File: src/rtl/rotary_pkg.sv
// Shared types and constants for the rotary quadrature decoder.
// Optional saturation of the position count is enabled with ROTARY_SAT_EN (see rotary_quad_decoder).
package rotary_pkg;

    localparam logic [1:0] PH_00 = 2'b00;
    localparam logic [1:0] PH_10 = 2'b10;
    localparam logic [1:0] PH_11 = 2'b11;
    localparam logic [1:0] PH_01 = 2'b01;

    localparam logic DIR_CW  = 1'b1;
    localparam logic DIR_CCW = 1'b0;

    typedef enum logic {
        ST_INIT,
        ST_TRACK
    } state_t;

    typedef enum logic [1:0] {
        TR_NONE,
        TR_CW,
        TR_CCW,
        TR_ILLEGAL
    } trans_t;

    // Next phase when turning clockwise: 00 -> 10 -> 11 -> 01 -> 00.
    function automatic logic [1:0] cw_next(input logic [1:0] ph);
        logic [1:0] nxt;
        case (ph)
            PH_00:   nxt = PH_10;
            PH_10:   nxt = PH_11;
            PH_11:   nxt = PH_01;
            default: nxt = PH_00;
        endcase
        return nxt;
    endfunction

endpackage

File: src/rtl/quad_transition_decode.sv
// Combinational classifier: maps a (previous, current) {A,B} phase pair
// to no-change, clockwise, counter-clockwise or illegal (both bits changed).
module quad_transition_decode
    import rotary_pkg::*;
(
    input  logic [1:0] i_prev,
    input  logic [1:0] i_cur,
    output trans_t     o_class
);

    always_comb begin
        o_class = TR_NONE;
        if (i_prev == i_cur) begin
            o_class = TR_NONE;
        end else if (i_cur == cw_next(i_prev)) begin
            o_class = TR_CW;
        end else if (i_prev == cw_next(i_cur)) begin
            o_class = TR_CCW;
        end else begin
            o_class = TR_ILLEGAL;
        end
    end

endmodule

File: src/rtl/rotary_quad_decoder.sv
// Quadrature decoder: step/dir pulses, WIDTH-bit position count and illegal-transition flag.
// Define ROTARY_SAT_EN to make the count saturate at its limits instead of wrapping.
//
// state    | meaning
// ST_INIT  | first edge after reset: capture {A,B} as the reference phase, no events
// ST_TRACK | classify every edge against the previous phase and count movements
module rotary_quad_decoder
    import rotary_pkg::*;
#(
    parameter int WIDTH  = 8,
    parameter int DETENT = 1
) (
    input  logic             clk,
    input  logic             reset_n,
    input  logic             a_in,
    input  logic             b_in,
    input  logic             clear,
    output logic             step,
    output logic             dir,
    output logic [WIDTH-1:0] count,
    output logic             err
);

    localparam logic [WIDTH-1:0] CNT_ONE = {{(WIDTH-1){1'b0}}, 1'b1};
    localparam logic [WIDTH-1:0] CNT_MAX = '1;

    state_t           r_state;
    logic [1:0]       r_prev;
    logic             r_step;
    logic             r_dir;
    logic [WIDTH-1:0] r_count;
    logic             r_err;

    state_t           w_state_nxt;
    logic [1:0]       w_prev_nxt;
    logic             w_step_nxt;
    logic             w_dir_nxt;
    logic [WIDTH-1:0] w_count_nxt;
    logic             w_err_nxt;

    logic [1:0]       w_cur;
    trans_t           w_class;
    logic             w_valid;
    logic             w_counted;
    logic [WIDTH-1:0] w_count_up;
    logic [WIDTH-1:0] w_count_dn;

    assign w_cur = {a_in, b_in};

    quad_transition_decode u_decode (
        .i_prev  (r_prev),
        .i_cur   (w_cur),
        .o_class (w_class)
    );

    // In detent mode only the transition that lands on the rest phase 00 counts.
    assign w_valid   = (w_class == TR_CW) || (w_class == TR_CCW);
    assign w_counted = w_valid && ((DETENT == 0) || (w_cur == PH_00));

`ifdef ROTARY_SAT_EN
    assign w_count_up = (r_count == CNT_MAX) ? r_count : r_count + CNT_ONE;
    assign w_count_dn = (r_count == '0)      ? r_count : r_count - CNT_ONE;
`else
    assign w_count_up = r_count + CNT_ONE;
    assign w_count_dn = r_count - CNT_ONE;
`endif

    always_comb begin
        w_state_nxt = r_state;
        w_prev_nxt  = w_cur;
        w_step_nxt  = 1'b0;
        w_err_nxt   = 1'b0;
        w_dir_nxt   = r_dir;
        w_count_nxt = r_count;

        case (r_state)
            ST_INIT: begin
                w_state_nxt = ST_TRACK;
            end
            ST_TRACK: begin
                if (w_class == TR_ILLEGAL) begin
                    w_err_nxt = 1'b1;
                end else if (w_counted) begin
                    w_step_nxt = 1'b1;
                    if (w_class == TR_CW) begin
                        w_dir_nxt   = DIR_CW;
                        w_count_nxt = w_count_up;
                    end else begin
                        w_dir_nxt   = DIR_CCW;
                        w_count_nxt = w_count_dn;
                    end
                end
            end
            default: begin
                w_state_nxt = ST_INIT;
            end
        endcase

        // Clear overrides any movement on the same edge; step/dir still report it.
        if (clear) begin
            w_count_nxt = '0;
        end
    end

    always_ff @(posedge clk or negedge reset_n) begin
        if (!reset_n) begin
            r_state <= ST_INIT;
            r_prev  <= PH_00;
            r_step  <= 1'b0;
            r_dir   <= DIR_CCW;
            r_count <= '0;
            r_err   <= 1'b0;
        end else begin
            r_state <= w_state_nxt;
            r_prev  <= w_prev_nxt;
            r_step  <= w_step_nxt;
            r_dir   <= w_dir_nxt;
            r_count <= w_count_nxt;
            r_err   <= w_err_nxt;
        end
    end

    assign step  = r_step;
    assign dir   = r_dir;
    assign count = r_count;
    assign err   = r_err;

endmodule

File: config.mk
export PLATFORM = sky130hd
export DESIGN_NAME = rotary_quad_decoder
export DESIGN_NICKNAME = d
export VERILOG_FILES = /design/src/rtl/rotary_pkg.sv /design/src/rtl/quad_transition_decode.sv /design/src/rtl/rotary_quad_decoder.sv
export SDC_FILE = /design/constraint.sdc
export NUM_CORES = 1
export LEC_CHECK = 0
export BUFFER_PORTS_ARGS = -buffer_cell sky130_fd_sc_hd__buf_4
export CORE_MARGIN = 2
export CORE_UTILIZATION = 53
export DETAILED_ROUTE_END_ITERATION = 10
export PLACE_DENSITY = 0.86
export SYNTH_ARGS = -nofsm -noshare
export SYNTH_HDL_FRONTEND = slang
export SYNTH_SLANG_ARGS = --single-unit
File: constraint.sdc
create_clock -name clk -period 3.5 [get_ports clk]
set_clock_uncertainty 0.15 [all_clocks]
set_input_delay 0.35 -clock clk [delete_from_list [all_inputs] [get_ports clk]]
set_output_delay 0.35 -clock clk [all_outputs]
set_load 0.05 [all_outputs]
==> results.md, run 1 <==
- Worst r2r src: r_prev[0]
- Layout net count: 126
- Fmax: 317 MHz
- Final setup viols: 0
- Hold crit path type: input port to register
- CP Max Fanout: 9
- Die width: 45.2 µm
- Via-to-Cell Ratio: 6.02
- First-pass GRT wire length: 2920 µm
- Initial antenna violation count: 0
- Via count: 758
- Leading post-synthesis cells by cell area: dfrtp_1, ha_1, a211oi_1
- Clock Sink Count: 14
- Synth async-reset ratio: 100%
- Final period util: 90.1%
- Post-synthesis sequential area ratio: 38.9%
- Most common cell in the netlist: dfrtp_1
- Worst skew pair latency: 0.28 ns
- Status: finished clean
- Initial core utilization: 58.4%
- H-tree depth: 1
- Max_cap viols: 0
- Clock Tree Buf Depth: 2
- CTS tree: built
- Drt drc: 0
- TritonCTS Buffers: 3
- Worst setup margin: 0.346 ns
- Fillers: 127
- Leak: 0.510 nW
- Clk Tree Root Cell: clkbuf_4
- Capture point of the worst reg-to-reg path: count[7]
- Synthesized flop and latch total: 14
- CTS clk-pin slew, worst paths: 0.08 ns
- # diodes: 0
- Postcts setup bufs: 0
- Worst path arrival time: 3.22 ns
- CORE AREA: 1540 µm²
- Rows: 14
- Setup Total Neg Slack: 0 ns
- Synth Flop Type: dfrtp_1
- Critical Path End: count[7]
- Mapped Area: 900 µm²
- Slew Limit Fails: 0
- Area delta synth->final: 16.6%
- Post-synth EDFFs: 0
- Final wirelength: 1700 µm
- Final Util: 68.0%
- Dpl hpwl: 1280 µm
- Setup WS pre-CTS: 0.316 ns
- CP endpoint kind: register
- Synth top cells by count: dfrtp_1, ha_1, nor2_1
- Maximum VDD drop: 0.000240 V
- Cell variety after synth: 39
- Hold-fix buffer count after cts: 1
- Tot GR Track Use: 20.0%
- Leading area contributor after synthesis: dfrtp_1
- Critical Path RT: 3.56 ns
- Count of buffers from port buffering: 15
- Final Hold Viols: 0
- Category of the most critical setup path: register to register
- Largest net degree at the start of global routing: 18
- RSZ-0062 raised after global routing: no
- Gate Count Post-Synth: 93
- Share of the synthesized area in the top cell type: 38.9%
- Final ANT Viol Nets: 0
- Synth warn: 0
- Vias in the first global route: 690
- Pre-antenna DRT Iters: 4
- Die Span Y: 45.2 µm
- Die area: 2040 µm²
- R2r worst-path depth: 11
- CP startpoint: r_prev[0]
- DR WL/cell: 13.5 µm
- Flop-to-flop setup slack: 0.35 ns
- Syn_area_per_cell: 9.67 µm²
- IO Count: 16
- Post_cts resized: 0
- First DRT Iteration DRCs: 17
- Fraction of layout cells with a size suffix above 1: 21.8%
- Post-layout min period: 3.15 ns
- GR Overflow Total: 0
- GPL Wtd Cong: 0.856
- PwrDens: 380 nW/µm²
- Syn_nets: 107
- Critical path startpoint category: register
[state kept, by name, indices dropped and copies added (netlist names)]
signal,count
err,1
count,8
r_prev,2
dir,1
step,1
r_state,1
[worst min path at each step]
stage	cells past startpoint	from	to
2_1_floorplan	0	reset_n	count[0]
3_3_place_gp	1	reset_n	count[3]
3_5_place_dp	1	reset_n	count[7]
4_1_cts	1	b_in	r_prev[0]
5_1_grt	1	b_in	r_prev[0]
6_report	1	b_in	r_prev[0]
[placed cells by master, fill, tap and decap left out, drive strengths merged, types with 2 or more instances in the layout]
cell type,Yosys,routed
o22ai,2,2
ha,8,8
a211oi,5,5
nor3b,2,2
mux2i,2,2
o21ai,6,6
dfrtp,14,14
inv,5,5
nor2,7,7
clkbuf,1,3
o21a,4,4
buf,1,16
nor2b,3,3
a21oi,4,4
nand2,4,4
or2,2,2
or4,2,2
nor3,4,4
nand2b,2,2
[worst max-delay path, cell delays in order (launching register included)]
cell	delay, ns
dfrtp_1	0.44
nand2_1	0.10
o21ai_0	0.08
o21ai_0	0.24
ha_1	0.23
inv_1	0.16
ha_1	0.28
or2_0	0.26
or3_1	0.31
o221a_1	0.24
or4_1	0.46
a21oi_1	0.15
[metrics by stage]
step | cells | instance area, µm² | power [W] | hold slack (ns)
after detailed placement | 122 | 1020 | 0.000312 | 0.0622
final | 126 | 1050 | 0.000399 | 0.0505
after global routing | 126 | 1050 | 0.000420 | 0.0638
after CTS | 126 | 1050 | 0.000402 | 0.0546
after global placement | 122 | 1020 | 0.000308 | 0.0597
after floorplan | 93 | 900 | 0.000277 | -0.0956
[power by group]
group | switching, W | internal, W | leakage, nW | total (W)
sequential | 0.00000733 | 0.000172 | 0.186 | 0.000179
combinational | 0.0000798 | 0.0000504 | 0.310 | 0.000130
clock | 0.0000498 | 0.0000400 | 0.0138 | 0.0000898
total | 0.000137 | 0.000262 | 0.510 | 0.000399
[cell families (layout without fill, tap and decap cells)]
kind of cell             count (synthesis)  count (layout)  share of synthesized area (%)
flip-flops                              14              14                           38.9
adder cells (fa/ha/maj)                  9               9                           13.4
other                                    1               1                          0.417
buffers and inverters                    8              25                           4.73
AND/OR/NAND/NOR                         31              31                           18.8
XOR/XNOR                                 1               1                          0.974
AO/OA/AOI/OAI                           27              27                           20.6
multiplexers                             2               2                           2.23
[layout make-up]
cell class	instances	area [µm²]	area share, %
Inverter	5	18.8	1.79
Multi-Input combinational cell	71	507	48.3
Sequential cell	14	350	33.4
Clock buffer	3	22.5	2.15
Timing Repair Buffer	17	130	12.4
Tap cell	16	20.0	1.91
[per-layer routing]
metal	vias to the layer above	GRT usage (%)	share of wire, %
met5	-	0	0
met4	0	12.9	2.4
met3	6	2.80	3.3
met2	16	32.9	51
met1	353	24.4	43
li1	383	-	-
(Power assumes the default switching activity.)
==> run 2: changes to the inputs <==
--- a/config.mk
+++ b/config.mk
@@ -9,6 +9,7 @@
 export CORE_MARGIN = 2
 export CORE_UTILIZATION = 53
 export DETAILED_ROUTE_END_ITERATION = 10
+export GPL_TIMING_DRIVEN = 0
 export PLACE_DENSITY = 0.86
 export SYNTH_ARGS = -nofsm -noshare
 export SYNTH_HDL_FRONTEND = slang
==> constraint.sdc (replaced) <==
create_clock -name clk -period 3.5 [get_ports clk]
set_clock_uncertainty 0.15 [all_clocks]
set_input_delay 0.525 -clock clk [delete_from_list [all_inputs] [get_ports clk]]
set_output_delay 0.525 -clock clk [all_outputs]
set_load 0.05 [all_outputs]
==> run 2 against run 1 <==
Flip-flop and latch count did not move. Maximum frequency fell by 2.5%. Critical path type unchanged. Combinational power barely moved.
==> results.md, run 2 (synthesis gave the netlist of run 1 again) <==
- Post-layout min period: 3.24 ns
- Drt drc: 0
- CP Max Fanout: 9
- Setup Total Neg Slack: 0 ns
- Largest net degree at the start of global routing: 15
- Die width: 45.2 µm
- Leak: 0.519 nW
- GR Overflow Total: 0
- IO Count: 16
- Max_cap viols: 0
- Flop-to-flop setup slack: 0.26 ns
- Vias in the first global route: 711
- TritonCTS Buffers: 3
- Clock Sink Count: 14
- Via-to-Cell Ratio: 5.80
- Die Span Y: 45.2 µm
- Critical path startpoint category: register
- Postcts setup bufs: 0
- Category of the most critical setup path: register to register
- Critical Path RT: 3.56 ns
- Via count: 743
- CP endpoint kind: register
- Die area: 2040 µm²
- Worst setup margin: 0.263 ns
- Count of buffers from port buffering: 15
- Final period util: 92.5%
- Fraction of layout cells with a size suffix above 1: 21.4%
- Layout net count: 128
- Most common cell after layout, fill and taps aside: buf_4
- Cell breakdown of the critical path: nand2_1, o21ai_0, o21ai_0, ha_1, inv_1, ha_1, or2_0, or3_1, o221a_1, or4_1, a21oi_1
- Slew Limit Fails: 0
- Clock Tree Buf Depth: 2
- Rows: 14
- Storage element area: 350 µm²
- CTS clk-pin slew, worst paths: 0.08 ns
- Dpl hpwl: 1360 µm
- PwrDens: 377 nW/µm²
- DR WL/cell: 13.8 µm
- Worst r2r src: r_prev[0]
- Kind of cell adding the most delay to the critical path: simple AND/OR/NAND/NOR gates
- Crit-path slowest cell: or4_1
- Fillers: 124
- Max reg flops: 8
- First DRT Iteration DRCs: 18
- CTS tree: built
- Tot GR Track Use: 20.0%
- H-tree depth: 1
- CP Buf/Inv Count: 1
- Final wirelength: 1770 µm
- Hold crit path type: input port to register
- RSZ-0062 raised after global routing: no
- Initial antenna violation count: 0
- Final setup viols: 0
- Area delta synth->final: 18.4%
- Pre-antenna DRT Iters: 4
- Final Hold Viols: 0
- Worst skew pair latency: 0.28 ns
- Clk Tree Root Cell: clkbuf_4
- CP startpoint: r_prev[0]
- # diodes: 0
- Status: finished clean
- Fmax: 309 MHz
- Hold Path Origin: b_in
- First-pass GRT wire length: 2960 µm
- Maximum VDD drop: 0.000269 V
- Final ANT Viol Nets: 0
- CORE AREA: 1540 µm²
- Most frequent cells in the layout: buf_4, dfrtp_1, ha_1, nor2_1, a211oi_1
- GPL Wtd Cong: 0.908
- Setup WS pre-CTS: 0.0634 ns
- Worst path arrival time: 3.29 ns
- Area occupied by multi-input gates: 507 µm²
- Initial core utilization: 58.4%
- Critical path's largest stage delay: 0.46 ns
run 2: final timing paths:
check,endpoint,depth (start not counted)
hold / removal,r_prev[0],1
setup / recovery,count[7],11
setup reg to reg,count[7],11
hold reg to reg,err,1
max in group asynchronous,count[0],2
min in group asynchronous,count[5],2
run 2: timing repair:
item,CTS,global route
hold buffers,1,0
endpoints found under the hold margin,14,0
gates resized for setup,0,0
run 2: area by class of cell:
cell class / count / share of cell area, %
clock buffer: 3 / 2.12
tap: 16 / 1.88
inverter: 5 / 1.76
multi-input combinational: 71 / 47.6
buffer: 3 / 2.23
sequential: 14 / 32.9
timing repair buffer: 16 / 11.5
run 2: metal layers:
metal  global-route usage [%]  routed length [µm]  vias to the layer above
met4                     8.82                  37                        0
met3                     2.40                  51                        5
met2                     34.6                 873                       10
li1                         -                   -                      377
met5                        0                   0                        -
met1                     24.6                 808                      351
run 2: stage by stage:
step	cell area, µm²	power (W)	util (%)	instances	hold slack [ns]
global route	1060	0.000422	69.1	128	0.237
finish	1060	0.000402	69.1	128	0.227
floorplan	900	0.000277	-	93	0.0794
global placement	1030	0.000309	67.0	124	0.235
CTS	1060	0.000403	69.1	128	0.229
detailed placement	1030	0.000314	67.0	124	0.235
run 2: report_power, final:
part / switching (W) / internal [W]
sequential: 0.00000744 / 0.000172
clock: 0.0000507 / 0.0000400
combinational: 0.0000808 / 0.0000511
total: 0.000139 / 0.000263
==> run 3: changes to the inputs <==
--- a/config.mk
+++ b/config.mk
@@ -7,10 +7,10 @@
 export LEC_CHECK = 0
 export BUFFER_PORTS_ARGS = -buffer_cell sky130_fd_sc_hd__buf_4
 export CORE_MARGIN = 2
-export CORE_UTILIZATION = 53
+export CORE_UTILIZATION = 48
 export DETAILED_ROUTE_END_ITERATION = 10
 export GPL_TIMING_DRIVEN = 0
-export PLACE_DENSITY = 0.86
+export PLACE_DENSITY = 0.83
 export SYNTH_ARGS = -nofsm -noshare
 export SYNTH_HDL_FRONTEND = slang
 export SYNTH_SLANG_ARGS = --single-unit
==> constraint.sdc (replaced) <==
create_clock -name clk -period 2.8 [get_ports clk]
set_clock_uncertainty 0.15 [all_clocks]
set_input_delay 0.42 -clock clk [delete_from_list [all_inputs] [get_ports clk]]
set_output_delay 0.42 -clock clk [all_outputs]
set_load 0.05 [all_outputs]
==> run 3 against run 2 <==
Highest routed layer unchanged. Cell count is 15% higher. Wire length is 33% higher. Via count is 16% higher. Utilization is 2.3 points higher. The flow now finishes with violations (negative setup slack). Global-route usage is 2.8 points higher. Maximum frequency is 13% higher.
==> results.md, run 3 (synthesis gave the netlist of run 1 again) <==
- Pre-antenna DRT Iters: 6
- Area occupied by multi-input gates: 584 µm²
- Failing checks: negative setup slack
- Initial core utilization: 51.5%
- Die area: 2240 µm²
- Largest net degree at the start of global routing: 15
- Met2 WL: 1150 µm
- Hold_ws: 0.136 ns
- Hold crit path type: input port to register
- CP endpoint kind: register
- Tot GR Track Use: 22.7%
- Max_cap viols: 0
- H-tree depth: 1
- Max Used Layer: met4
- Clock Sink Count: 14
- CP Buf/Inv Count: 1
- Rows: 15
- Critical path startpoint category: register
- Drt drc: 0
- Layout net count: 137
- DR WL/cell: 16.0 µm
- Crit-path slowest cell: or4_1
- Slew Limit Fails: 0
- Worst path arrival time: 2.94 ns
- Initial antenna violation count: 0
- Die Span Y: 47.3 µm
- Via count: 865
- Critical Path RT: 2.87 ns
- Fraction of layout cells with a size suffix above 1: 40.2%
- Placed Area: 1050 µm²
- Maximum VDD drop: 0.000294 V
- Count of buffers from port buffering: 15
- Category of the most critical setup path: register to register
- Final Cell Area: 1240 µm²
- # diodes: 0
- Critical path's largest stage delay: 0.48 ns
- Worst setup margin: -0.0736 ns
- Final setup viols: 1
- First-pass GRT wire length: 3470 µm
- PwrDens: 469 nW/µm²
- Area delta synth->final: 38.4%
- Most Frequent Cell on Critical Path: ha_4
- Leak: 0.585 nW
- CTS clk-pin slew, worst paths: 0.08 ns
- Routed met1 length: 999 µm
- Final Hold Viols: 0
- Most frequent cells in the layout: buf_4, dfrtp_1, nor2_1, ha_1
- First DRT Iteration DRCs: 26
- Design Power: 0.000584 W
- Cell breakdown of the critical path: mux2i_2, o21a_1, ha_4, inv_6, ha_4, or2_1, or3_1, o221a_1, or4_1, a21oi_2
- Storage element area: 352 µm²
- Final wirelength: 2350 µm
- RSZ-0062 raised after global routing: yes
- Final ANT Viol Nets: 0
- IO Count: 16
- TritonCTS Buffers: 3
- Clk Tree Root Cell: clkbuf_4
- GR Overflow Total: 0
- Vias in the first global route: 827
- Most common cell after layout, fill and taps aside: buf_4
- Max reg flops: 8
- CTS tree: built
- Clock Tree Buf Depth: 2
- Final period util: 103%
- Fmax: 348 MHz
- Status: complete, but fails checks
- CORE AREA: 1750 µm²
- Die width: 47.3 µm
- Dpl hpwl: 1400 µm
- Via-to-Cell Ratio: 5.88
- Worst skew pair latency: 0.29 ns
- Kind of cell adding the most delay to the critical path: simple AND/OR/NAND/NOR gates
- Post-layout min period: 2.87 ns
- Fillers: 123
- GPL Wtd Cong: 0.824
- Setup WS pre-CTS: -0.285 ns
- Detail Route met3 WL: 177 µm
- CP Max Fanout: 8
## run 3: power breakdown
part	internal (W)	switching, W	total, W
clock	0.0000793	0.0000665	0.000146
combinational	0.0000910	0.000121	0.000212
sequential	0.000215	0.0000114	0.000226
total	0.000385	0.000199	0.000584
## run 3: cell type report
cell class / instances / area share, %
buffer: 2 / 1.61
clock buffer: 4 / 2.91
inverter: 5 / 1.91
multi-input combinational: 71 / 46.9
sequential: 14 / 28.2
tap: 25 / 2.51
timing repair buffer: 26 / 15.9
## run 3: final timing paths
check                      slack [ns]  cells past startpoint         to      start
min in group asynchronous        0.36                      2    r_state    reset_n
min                              0.14                      1  r_prev[0]       b_in
min reg2reg                      0.34                      1        err    r_state
max in group asynchronous        1.96                      2  r_prev[0]    reset_n
max                             -0.07                     10   count[7]  r_prev[0]
max reg2reg                     -0.07                     10   count[7]  r_prev[0]
## run 3: through the flow
step | utilization [%] | TNS, ns | instances
6_report | 71.3 | -0.0736 | 147
5_1_grt | 71.3 | -0.239 | 147
4_1_cts | 68.5 | -0.0501 | 146
3_5_place_dp | 60.1 | -0.285 | 133
3_3_place_gp | 60.1 | -0.204 | 133
2_1_floorplan | - | 0 | 93
## run 3: repair_timing
item | CTS | global route
hold buffers | 1 | 0
resized for setup | 10 | 8
pin swaps | 6 | 3
gates cloned | 0 | 0
hold endpoints to repair | 14 | 0
endpoints found under the setup margin | 1 | 5
setup buffers | 8 | 2
## run 3: layer usage
| metal | GRT usage, % | vias to the layer above |
|---|---|---|
| li1 | - | 395 |
| met3 | 5.77 | 4 |
| met4 | 8.89 | 0 |
| met5 | 0 | - |
| met2 | 38.6 | 50 |
| met1 | 27.2 | 416 |
